### config.mk
export PLATFORM = sky130hd
export DESIGN_NAME = dcache_snoop_responder_flat
export DESIGN_NICKNAME = d
export VERILOG_FILES = /design/src/rtl/dcache_snoop_responder_pkg.sv /design/src/rtl/dcache_snoop_responder_if.sv /design/src/rtl/dcache_snoop_responder_snoop_state_array.sv /design/src/rtl/dcache_snoop_responder.sv /design/src/flat_wrapper.sv
export SDC_FILE = /design/constraint.sdc
export NUM_CORES = 1
export LEC_CHECK = 0
export CAP_MARGIN = 15
export CELL_PAD_IN_SITES_DETAIL_PLACEMENT = 1
export CELL_PAD_IN_SITES_GLOBAL_PLACEMENT = 2
export CORE_MARGIN = 1.5
export CORE_UTILIZATION = 30
export CTS_CLUSTER_DIAMETER = 200
export DETAILED_ROUTE_END_ITERATION = 12
export PLACE_DENSITY_LB_ADDON = 0.1
export RECOVER_POWER = 100
export SLEW_MARGIN = 5
export SYNTH_ARGS = -nofsm -noshare
export SYNTH_HDL_FRONTEND = slang
export SYNTH_HIERARCHICAL = 1
export SYNTH_SLANG_ARGS = --single-unit
### constraint.sdc
create_clock -name CLK -period 4.6 [get_ports CLK]
set_input_delay 1.15 -clock CLK [delete_from_list [all_inputs] [get_ports CLK]]
set_output_delay 1.15 -clock CLK [all_outputs]
set_load 0.005 [all_outputs]
### src/rtl/dcache_snoop_responder_pkg.sv
// Shared types and constants for the L1 dcache MSI snoop responder.
//   msi_t          : per-frame coherence state encoding
//   snoop_state_t  : snoop FSM states
//   msi_sanitize() : maps a raw 2-bit state onto a legal msi_t
package dcache_snoop_responder_pkg;

  localparam int unsigned ADDR_W = 32;
  localparam int unsigned WORD_W = 32;
  // Byte offset of a 2-word block; the frame index starts right above it.
  localparam int unsigned BLKOFF = 3;

  typedef enum logic [1:0] {
    MSI_I = 2'b00,
    MSI_S = 2'b01,
    MSI_M = 2'b10
  } msi_t;

  typedef enum logic [2:0] {
    SN_IDLE   = 3'd0,
    SN_LOOKUP = 3'd1,
    SN_WB0    = 3'd2,
    SN_WB1    = 3'd3,
    SN_UPDATE = 3'd4,
    SN_HOLD   = 3'd5
  } snoop_state_t;

  // The unused encoding 2'b11 is stored as invalid.
  function automatic msi_t msi_sanitize(input logic [1:0] raw);
    case (raw)
      2'b01:   return MSI_S;
      2'b10:   return MSI_M;
      default: return MSI_I;
    endcase
  endfunction

endpackage

### src/rtl/dcache_snoop_responder_if.sv
// Snoop and writeback bus between the bus controller and one L1 dcache.
//   master : bus controller side (drives ccwait/ccinv/ccsnoopaddr/dwait)
//   slave  : cache side (drives ccwrite/cctrans/dWEN/daddr/dstore)
interface dcache_snoop_responder_if;
  import dcache_snoop_responder_pkg::*;

  logic              ccwait;
  logic              ccinv;
  logic [ADDR_W-1:0] ccsnoopaddr;
  logic              ccwrite;
  logic              cctrans;
  logic              dWEN;
  logic [ADDR_W-1:0] daddr;
  logic [WORD_W-1:0] dstore;
  logic              dwait;

  modport master (
    output ccwait, ccinv, ccsnoopaddr, dwait,
    input  ccwrite, cctrans, dWEN, daddr, dstore
  );

  modport slave (
    input  ccwait, ccinv, ccsnoopaddr, dwait,
    output ccwrite, cctrans, dWEN, daddr, dstore
  );

endinterface

### src/rtl/dcache_snoop_responder_snoop_state_array.sv
// Per-frame tag + MSI state storage for a direct-mapped dcache.
//   CLK/RST            : clock, synchronous active-high clear to I / tag 0
//   fsm_we/idx/state   : snoop FSM state-only write (wins over local write)
//   loc_we/idx/tag/st  : local controller tag+state write
//   snp_idx -> snp_*   : combinational read for the snoop lookup
//   lk_idx  -> lk_*    : combinational read for the local controller
module snoop_state_array
  import dcache_snoop_responder_pkg::*;
#(
  parameter  int unsigned SETS = 16,
  localparam int unsigned IDXW = $clog2(SETS),
  localparam int unsigned TAGW = ADDR_W - BLKOFF - IDXW
) (
  input  logic            CLK,
  input  logic            RST,
  input  logic            fsm_we,
  input  logic [IDXW-1:0] fsm_idx,
  input  msi_t            fsm_state,
  input  logic            loc_we,
  input  logic [IDXW-1:0] loc_idx,
  input  logic [TAGW-1:0] loc_tag,
  input  logic [1:0]      loc_state,
  input  logic [IDXW-1:0] snp_idx,
  output logic [TAGW-1:0] snp_tag,
  output msi_t            snp_state,
  input  logic [IDXW-1:0] lk_idx,
  output logic [TAGW-1:0] lk_tag,
  output msi_t            lk_state
);

  logic [TAGW-1:0] tags   [SETS];
  msi_t            states [SETS];

  // Single write port; a snoop downgrade keeps the stored tag.
  always_ff @(posedge CLK) begin
    if (RST) begin
      tags   <= '{default: '0};
      states <= '{default: MSI_I};
    end else if (fsm_we) begin
      states[fsm_idx] <= fsm_state;
    end else if (loc_we) begin
      tags[loc_idx]   <= loc_tag;
      states[loc_idx] <= msi_sanitize(loc_state);
    end
  end

  assign snp_tag   = tags[snp_idx];
  assign snp_state = states[snp_idx];
  assign lk_tag    = tags[lk_idx];
  assign lk_state  = states[lk_idx];

endmodule

### src/rtl/dcache_snoop_responder.sv
// Cache-side MSI snoop responder: answers bus snoops, writes back Modified
// blocks (2 words), downgrades/invalidates frames, and applies local updates.
//   CLK/RST          : clock, synchronous active-high reset
//   bus (slave)      : ccwait/ccinv/ccsnoopaddr in, ccwrite/cctrans out,
//                      dWEN/daddr/dstore out with dwait back-pressure
//   arr_ridx/roff    : data array read address; arr_rdata comes back comb.
//   loc_*            : local frame write; ignored while loc_busy
//   lk_idx/tag/state : live combinational frame lookup
module dcache_snoop_responder
  import dcache_snoop_responder_pkg::*;
#(
  parameter  int unsigned SETS = 16,
  localparam int unsigned IDXW = $clog2(SETS),
  localparam int unsigned TAGW = ADDR_W - BLKOFF - IDXW
) (
  input  logic                  CLK,
  input  logic                  RST,
  dcache_snoop_responder_if.slave bus,
  output logic [IDXW-1:0]       arr_ridx,
  output logic                  arr_roff,
  input  logic [WORD_W-1:0]     arr_rdata,
  input  logic                  loc_set,
  input  logic [IDXW-1:0]       loc_idx,
  input  logic [TAGW-1:0]       loc_tag,
  input  logic [1:0]            loc_state,
  output logic                  loc_busy,
  input  logic [IDXW-1:0]       lk_idx,
  output logic [TAGW-1:0]       lk_tag,
  output logic [1:0]            lk_state
);

  snoop_state_t state, state_next;

  // Snoop context captured when ccwait is first seen in IDLE.
  logic [IDXW-1:0] snp_idx;
  logic [TAGW-1:0] snp_tag;
  logic            snp_inv;

  logic [TAGW-1:0] frm_tag;
  msi_t            frm_state;
  msi_t            lk_state_e;
  logic            hit;
  logic            fsm_we;
  msi_t            fsm_state;
  logic            loc_we;

  // Block-offset bits of the snoop address play no part in the lookup.
  logic unused_snoop_offset;
  assign unused_snoop_offset = ^bus.ccsnoopaddr[BLKOFF-1:0];

  snoop_state_array #(.SETS(SETS)) u_array (
    .CLK       (CLK),
    .RST       (RST),
    .fsm_we    (fsm_we),
    .fsm_idx   (snp_idx),
    .fsm_state (fsm_state),
    .loc_we    (loc_we),
    .loc_idx   (loc_idx),
    .loc_tag   (loc_tag),
    .loc_state (loc_state),
    .snp_idx   (snp_idx),
    .snp_tag   (frm_tag),
    .snp_state (frm_state),
    .lk_idx    (lk_idx),
    .lk_tag    (lk_tag),
    .lk_state  (lk_state_e)
  );

  assign lk_state = lk_state_e;
  assign hit      = (frm_state != MSI_I) && (frm_tag == snp_tag);

  // State register.
  always_ff @(posedge CLK) begin
    if (RST) state <= SN_IDLE;
    else     state <= state_next;
  end

  // Snoop context register.
  always_ff @(posedge CLK) begin
    if (RST) begin
      snp_idx <= '0;
      snp_tag <= '0;
      snp_inv <= 1'b0;
    end else if (state == SN_IDLE && bus.ccwait) begin
      snp_idx <= bus.ccsnoopaddr[BLKOFF +: IDXW];
      snp_tag <= bus.ccsnoopaddr[ADDR_W-1 -: TAGW];
      snp_inv <= bus.ccinv;
    end
  end

  // Next-state logic.
  always_comb begin
    state_next = state;
    case (state)
      SN_IDLE:   if (bus.ccwait) state_next = SN_LOOKUP;
      SN_LOOKUP: begin
        if (hit && frm_state == MSI_M)             state_next = SN_WB0;
        else if (hit && frm_state == MSI_S && snp_inv) state_next = SN_UPDATE;
        else                                       state_next = SN_HOLD;
      end
      SN_WB0:    if (!bus.dwait) state_next = SN_WB1;
      SN_WB1:    if (!bus.dwait) state_next = SN_UPDATE;
      SN_UPDATE: state_next = SN_HOLD;
      // Stay here until the bus controller ends this snoop.
      SN_HOLD:   if (!bus.ccwait) state_next = SN_IDLE;
      default:   state_next = SN_IDLE;
    endcase
  end

  // Output and array-write decode.
  always_comb begin
    bus.ccwrite = 1'b0;
    bus.cctrans = 1'b0;
    bus.dWEN    = 1'b0;
    bus.daddr   = '0;
    bus.dstore  = '0;
    arr_ridx    = '0;
    arr_roff    = 1'b0;
    loc_busy    = (state != SN_IDLE);
    fsm_we      = 1'b0;
    fsm_state   = MSI_I;
    // Local write lands in IDLE, so a same-cycle snoop looks up the new frame.
    loc_we      = loc_set && (state == SN_IDLE);
    case (state)
      SN_LOOKUP: begin
        if (hit && frm_state == MSI_M) begin
          bus.ccwrite = 1'b1;
          bus.cctrans = 1'b1;
        end else if (hit && frm_state == MSI_S && snp_inv) begin
          bus.cctrans = 1'b1;
        end
      end
      SN_WB0: begin
        bus.dWEN   = 1'b1;
        bus.daddr  = {snp_tag, snp_idx, 3'b000};
        arr_ridx   = snp_idx;
        arr_roff   = 1'b0;
        bus.dstore = arr_rdata;
      end
      SN_WB1: begin
        bus.dWEN   = 1'b1;
        bus.daddr  = {snp_tag, snp_idx, 3'b100};
        arr_ridx   = snp_idx;
        arr_roff   = 1'b1;
        bus.dstore = arr_rdata;
      end
      SN_UPDATE: begin
        fsm_we    = 1'b1;
        fsm_state = snp_inv ? MSI_I : MSI_S;
      end
      default: ;
    endcase
  end

endmodule

### src/flat_wrapper.sv
// flat-port wrapper written by rule: the top's interface ports become plain ports
module dcache_snoop_responder_flat import dcache_snoop_responder_pkg::*;
#(
  parameter  int unsigned SETS = 16,
  localparam int unsigned IDXW = $clog2(SETS),
  localparam int unsigned TAGW = ADDR_W - BLKOFF - IDXW
)
  (CLK, RST, arr_ridx, arr_roff, arr_rdata, loc_set, loc_idx, loc_tag, loc_state, loc_busy, lk_idx, lk_tag, lk_state, bus_ccwait, bus_ccinv, bus_ccsnoopaddr, bus_dwait, bus_ccwrite, bus_cctrans, bus_dWEN, bus_daddr, bus_dstore);
  dcache_snoop_responder_if bus_i ();
  input  logic CLK;
  input  logic RST;
  output logic [IDXW-1:0] arr_ridx;
  output logic arr_roff;
  input  logic [WORD_W-1:0] arr_rdata;
  input  logic loc_set;
  input  logic [IDXW-1:0] loc_idx;
  input  logic [TAGW-1:0] loc_tag;
  input  logic [1:0] loc_state;
  output logic loc_busy;
  input  logic [IDXW-1:0] lk_idx;
  output logic [TAGW-1:0] lk_tag;
  output logic [1:0] lk_state;
  input wire logic [$bits(bus_i.ccwait)-1:0] bus_ccwait;
  input wire logic [$bits(bus_i.ccinv)-1:0] bus_ccinv;
  input wire logic [$bits(bus_i.ccsnoopaddr)-1:0] bus_ccsnoopaddr;
  input wire logic [$bits(bus_i.dwait)-1:0] bus_dwait;
  output wire logic [$bits(bus_i.ccwrite)-1:0] bus_ccwrite;
  output wire logic [$bits(bus_i.cctrans)-1:0] bus_cctrans;
  output wire logic [$bits(bus_i.dWEN)-1:0] bus_dWEN;
  output wire logic [$bits(bus_i.daddr)-1:0] bus_daddr;
  output wire logic [$bits(bus_i.dstore)-1:0] bus_dstore;
  assign bus_i.ccwait = bus_ccwait;
  assign bus_i.ccinv = bus_ccinv;
  assign bus_i.ccsnoopaddr = bus_ccsnoopaddr;
  assign bus_i.dwait = bus_dwait;
  assign bus_ccwrite = bus_i.ccwrite;
  assign bus_cctrans = bus_i.cctrans;
  assign bus_dWEN = bus_i.dWEN;
  assign bus_daddr = bus_i.daddr;
  assign bus_dstore = bus_i.dstore;
  dcache_snoop_responder #(.SETS(SETS)) u_core (.CLK(CLK), .RST(RST), .bus(bus_i), .arr_ridx(arr_ridx), .arr_roff(arr_roff), .arr_rdata(arr_rdata), .loc_set(loc_set), .loc_idx(loc_idx), .loc_tag(loc_tag), .loc_state(loc_state), .loc_busy(loc_busy), .lk_idx(lk_idx), .lk_tag(lk_tag), .lk_state(lk_state));
endmodule
==> metrics.txt <==
CTS tree built; Die Area between 80000 and 90000 sq um; H-tree level count 2; fraction of layout cells with a size suffix above 1 18.0%; Final Instance Area slightly above 30000 sq um; Final HPWL DP 74800 um; RSZ-0062 raised after global routing true; Synth area leaders dfxtp_1 (37%), mux4_2 (19%), nand3_1 (8.6%); clk sink count around 470; Clock Latency Late Sink slightly above 0.6 ns; vias approximately 25000; starting density of the core a little under a third; Switching Share slightly below 30%; Synth area leader dfxtp_1; Hold Path Class reg -> reg; FF-to-FF End u_core/u_array/tags[117]$_SDFFE_PP0P_; critical-path maximum fanout 6; CTS buffer count 58; PwrDens 323 nW/um^2; clk slew on worst S/H paths roughly 0.060 ns; count of cell types in the netlist 50; Reg-to-Reg Start u_core/state[0]$_SDFFE_PP0P_; post-layout net count approximately 3000; Reg power frac a little over 40%; kind of critical path reg -> out; minimum clock period a little under 5 ns; outcome complete, but fails checks; number of synthesized flops with an enable pin 0; Chip Width 294 um; Post-DP Area between 20000 and 30000 sq um; grt ovf 0; DR pass1 iterations 5; Std-Cell Rows 106; Root Buffer clkbuf_16; Gate power share 15.4%; final worst-path cycle share 107%; Ports about 210; hold buffer count at cts 0; WP data required roughly 3.5 ns; endpoints failing setup 2; wire per inst ~30 um; Startpoint Class register; Avg Synthesized Cell Area around 8.9 sq um; clock skew roughly 0.018 ns; Placeable Area approximately 84000 sq um; Pint 0.00711 W; pre-CTS WS -0.403 ns; static leakage ~9.7 nW; Psw around 0.0030 W; grt peak-use layer met2; first-pass GRT wire length 179000 um; count of final max-slew check failures about 150; DRC errors left 0; violated checks capacitance limit, slew limit, setup timing; Die Span Y 294 um; FFs w/ async S/R, synth 0%; CTS Buffer Depth 3; IO Port Bufs slightly below 200; Max VDD drop 271 uV; Critical Path Sink Type primary output; antenna viol nets, final 0; Worst R2R Setup Slack ~0.15 ns; Final WS setup -0.309 ns; final hold slack 0.487 ns; initial antenna violation count 11; FMAX slightly above 200 MHz; met2 GRT Util 45.4%; Rel. slew slack -41.8%; Hold Path Depth 2; Final Hold Fails 0; met3 Use GR under 10%; pin count of the biggest net entering global routing ~110; Hold EP u_core/u_array/states[23]$_SDFFE_PP0P_; number of max-cap violations 5; GPL Wtd Cong 0.816; post-synth top area share between 30% and 40%; Clk pwr share between 40% and 50%; CP arrival 3.76 ns; area grow syn2layout 22.8%; Final Power 0.0101 W; vias in the first global route roughly 26000; met1 GRT Util 37.2%; Syn Std Cell Area 25400 sq um; worst reg2reg path depth 7; via density per instance about 6.1; initial DRC count 1794; Post-Synthesis Cells between 2000 and 3000; Yosys reg bits between 400 and 500; Ys Warns 6; ys flop type dfxtp_1; Least-Margin Pin Slew approximately 2.1 ns; Seq/Total Area, Yosys a little under two fifths; HP Start u_core/u_array/states[23]$_SDFFE_PP0P_; Total GRT Usage between 20 and 30%; final WL 120000 um
-- area by class of cell --
class	instances	area (sq um)
multi-input combinational	1966	14600
timing repair buffer	371	3920
antenna	7	17.5
tap	1134	1420
clock inverter	9	51.3
fill	9393	52500
clock buffer	91	1690
sequential	465	9320
inverter	29	109
-- flip-flops by register name (all words and copies together), names as in the netlist --
register / flops
u_core/snp_idx: 4
u_core/snp_inv: 1
u_core/snp_tag: 25
u_core/state: 3
u_core/u_array/states: 32
u_core/u_array/tags: 400
-- layout by cell type, fill, tap and decap left out, drive strengths merged, types with 4 or more instances in the layout --
cell,Yosys,layout
nand2,121,121
mux4,216,216
nor2,7,7
clkdlybuf4s50,0,190
nor2b,12,12
and3b,4,4
diode,0,7
nor3b,4,4
buf,101,160
nand2b,6,6
a22oi,113,113
o21ai,405,405
inv,29,30
nor3,4,4
dlygate4sd3,0,4
xor2,12,12
a211oi,6,6
dfxtp,465,465
clkinv,0,7
a21oi,432,432
nand3,434,434
o32ai,32,32
clkbuf,298,108
a221oi,32,32
o22a,8,8
and2,73,73
xnor2,14,14
-- routing by layer --
| layer | part of all wire (%) | up-vias |
|---|---|---|
| met5 | 0 | - |
| met4 | 2.5 | 0 |
| met3 | 5.1 | 141 |
| met2 | 48 | 793 |
| met1 | 44 | 13200 |
| li1 | - | 10800 |
-- Yosys cell counts, types with 2 or more instances --
| library cell | instances |
|---|---|
| inv_1 | 29 |
| nand2_1 | 121 |
| nor3b_1 | 4 |
| a211oi_1 | 6 |
| xnor2_1 | 14 |
| xor2_1 | 12 |
| nand4_1 | 3 |
| nand3_1 | 434 |
| a21oi_1 | 432 |
| nand4bb_1 | 2 |
| o21ai_0 | 290 |
| clkbuf_1 | 298 |
| and3b_1 | 4 |
| or3_1 | 2 |
| nor4_1 | 3 |
| o22a_1 | 8 |
| nand2b_1 | 6 |
| dfxtp_1 | 465 |
| buf_4 | 3 |
| nor2_1 | 7 |
| mux4_2 | 216 |
| a221oi_1 | 32 |
| nand3b_1 | 2 |
| o32ai_1 | 32 |
| nor3_1 | 4 |
| nor2b_1 | 12 |
| a22oi_1 | 113 |
| buf_1 | 38 |
| buf_2 | 59 |
| o21ai_1 | 115 |
| and2_1 | 72 |
-- power by group through the flow --
stage | sequential, W | clock, W | combinational, W
6_report | 0.00418 | 0.00433 | 0.00155
5_1_grt | 0.00419 | 0.00459 | 0.00163
4_1_cts | 0.00418 | 0.00444 | 0.00155
3_5_place_dp | 0.00427 | 0 | 0.00152
3_3_place_gp | 0.00426 | 0 | 0.00150
2_1_floorplan | 0.00422 | 0 | 0.000786
-- critical path, cell delays in order, from the launching register on --
cell     delay (ns)
dfxtp_4        0.39
buf_12         0.17
buf_12         0.14
mux4_2         0.50
a22oi_2        0.30
nand2_2        0.13
xnor2_1        0.15
nand4_1        0.17
or4_4          0.62
or2_4          0.28
nor3_4         0.11
buf_2          0.15
-- worst max-delay path by stage --
stage / from / to / slack (ns)
2_1_floorplan: u_core/snp_idx[0]$_SDFFE_PP0P_ / bus_cctrans / 0.50
3_3_place_gp: u_core/snp_idx[0]$_SDFFE_PP0P_ / bus_cctrans / -0.37
3_5_place_dp: u_core/snp_idx[0]$_SDFFE_PP0P_ / bus_cctrans / -0.40
4_1_cts: u_core/snp_idx[0]$_SDFFE_PP0P_ / bus_ccwrite / -0.31
5_1_grt: u_core/snp_idx[0]$_SDFFE_PP0P_ / bus_cctrans / -0.36
6_report: u_core/snp_idx[0]$_SDFFE_PP0P_ / bus_cctrans / -0.31
-- per-stage QoR --
step	instances	utilization, %	setup TNS [ns]
floorplan	2859	-	0
global placement	3951	34.9	-0.698
detailed placement	3951	34.9	-0.707
CTS	4061	37.3	-0.612
global route	4071	37.2	-1.01
finish	4072	37.2	-0.609
-- kinds of logic after synthesis --
family                 Yosys count  synth area share [%]
AO/OA/AOI/OAI                 1032                  22.7
XOR/XNOR                        26                 0.898
buffers and inverters          428                  6.70
flip-flops                     465                  36.7
multiplexers                   216                  19.2
other                            1                0.0148
AND/OR/NAND/NOR                689                  13.8
-- repair_timing --
action	in CTS	in global routing
endpoints found under the setup margin	2	2
pin swaps	17	11
gates cloned	2	1
buffers inserted	8	3
hold endpoints to repair	0	0
gates resized for setup	42	22
Note: power is estimated with default switching activity, not from simulation.
==> edit: new RTL, same settings <==
`WORD_W`: 32 -> 16.
--- a/src/rtl/dcache_snoop_responder_pkg.sv
+++ b/src/rtl/dcache_snoop_responder_pkg.sv
@@ -7,3 +7,3 @@
   localparam int unsigned ADDR_W = 32;
-  localparam int unsigned WORD_W = 32;
+  localparam int unsigned WORD_W = 16;
   // Byte offset of a 2-word block; the frame index starts right above it.
Ports: changed (resized arr_rdata and bus_dstore); port bits go from 205 to 173. The function was not compared with the original's and may differ.
==> edit against the unedited design <==
The flow still finishes with violations (capacitance limit, slew limit, setup timing). Worst setup slack got worse by 0.048 ns. Area after synthesis down 0.40%. Sequential cell count unchanged. Cell count down 2.2%. Wire length is 2.4% lower. Non-clock buffer count fell by 19. Clock power up 8.1%. Total power rose by 4.3%. Design area is 0.63% lower. Largest cell class unchanged. Largest power group unchanged.
==> edit: results <==
group,metric,value,unit
timing,finalMaxSlewViolations,242,
timing,finClkSkew,0.02436,ns
route,vias,24484,
placed_design,port-buffer-count,167,
layout,antenna_cells,4,
clock_tree,cts_resized,45,
route,viasPerCell,6.149,
timing,fin_ws,-0.3572,ns
layout,multi_input_comb_cells,1951,
setup_path,r2r_end,"u_core/state[0]$_SDFFE_PP0P_",
power,power.density,338.9,nW/um2
layout,nClkBuffers,86,
status,status,"finished with violations",
layout,nets,2945,
power,comb_power,0.00163,W
placed_design,hpwl,70.66,mm
power,swShare,0.2918,
power,comb_power_share,0.156,
global_route,grt_use_met1,0.3650,
global_route,grt_pass1_wl,173.9,mm
worst_hold_path,worstHoldStart,"u_core/u_array/states[27]$_SDFFE_PP0P_",
floorplanning,nWellTaps,1080,
clock_tree,clock_latency,0.65,ns
yosys,netlist_instances,2840,
status,violations,"capacitance limit, slew limit, setup timing",
layout,inv_count,28,
placed_design,placed_cell_area,28740,um2
timing,tightest_slew,2.291,ns
timing,setup-violations-final,3,
global_route,antenna_found_initial,12,
worst_hold_path,worstHoldEndpoint,"u_core/u_array/states[27]$_SDFFE_PP0P_",
route,met1_length,52.64,mm
layout,drive_above_1_share,0.1922,
layout,buf_share,0.1191,
setup_path,r2r_cells,26,
route,dr.first_iter.drc_count,1644,
route,wl_met2,55.39,mm
setup_path,max_stage_delay,0.59,ns
timing,worst_hold_slack,0.4855,ns
yosys,synth_area_leaders,"dfxtp_1 37%, mux4_2 19%, nand3_1 8.6%",
clock_tree,cts_setup_buffers,19,
setup_path,rrSetupSlack,-0.25,ns
layout,final-clk-cell-share,0.06111,
placed_design,place_congestion,0.8179,
global_route,grt_pass1_vias,25492,
run,maxCapViolCount,7,
power,ir_drop,0.0002668,V
power,pg_clk,0.00468,W
placed_design,pre_cts_slack,-0.4400,ns
setup_path,reg2reg_from,"u_core/snp_idx[1]$_SDFFE_PP0P_",
setup_path,cp.arrival,3.81,ns
route,dr_wl_met3,6.076,mm
global_route,grt_use_total,0.2680,
-- edit: worst max-delay path by stage --
stage,startpoint,to,slack [ns],depth (start not counted)
after floorplan,u_core/snp_idx[0]$_SDFFE_PP0P_,bus_cctrans,0.50,10
after global placement,u_core/snp_idx[0]$_SDFFE_PP0P_,bus_cctrans,-0.49,13
after detailed placement,u_core/snp_idx[0]$_SDFFE_PP0P_,bus_cctrans,-0.44,13
after CTS,u_core/snp_idx[0]$_SDFFE_PP0P_,bus_cctrans,-0.37,11
after global routing,u_core/snp_idx[0]$_SDFFE_PP0P_,bus_cctrans,-0.50,12
final,u_core/snp_idx[0]$_SDFFE_PP0P_,bus_cctrans,-0.36,11
-- edit: cells by family after synthesis --
kind of cell           count (synthesis)  synth area share
multiplexers                         216            0.1926
AND/OR/NAND/NOR                      672            0.1347
XOR/XNOR                              26          0.009016
buffers and inverters                426           0.06698
other                                  1         0.0001485
flip-flops                           465            0.3686
AO/OA/AOI/OAI                       1034            0.2280
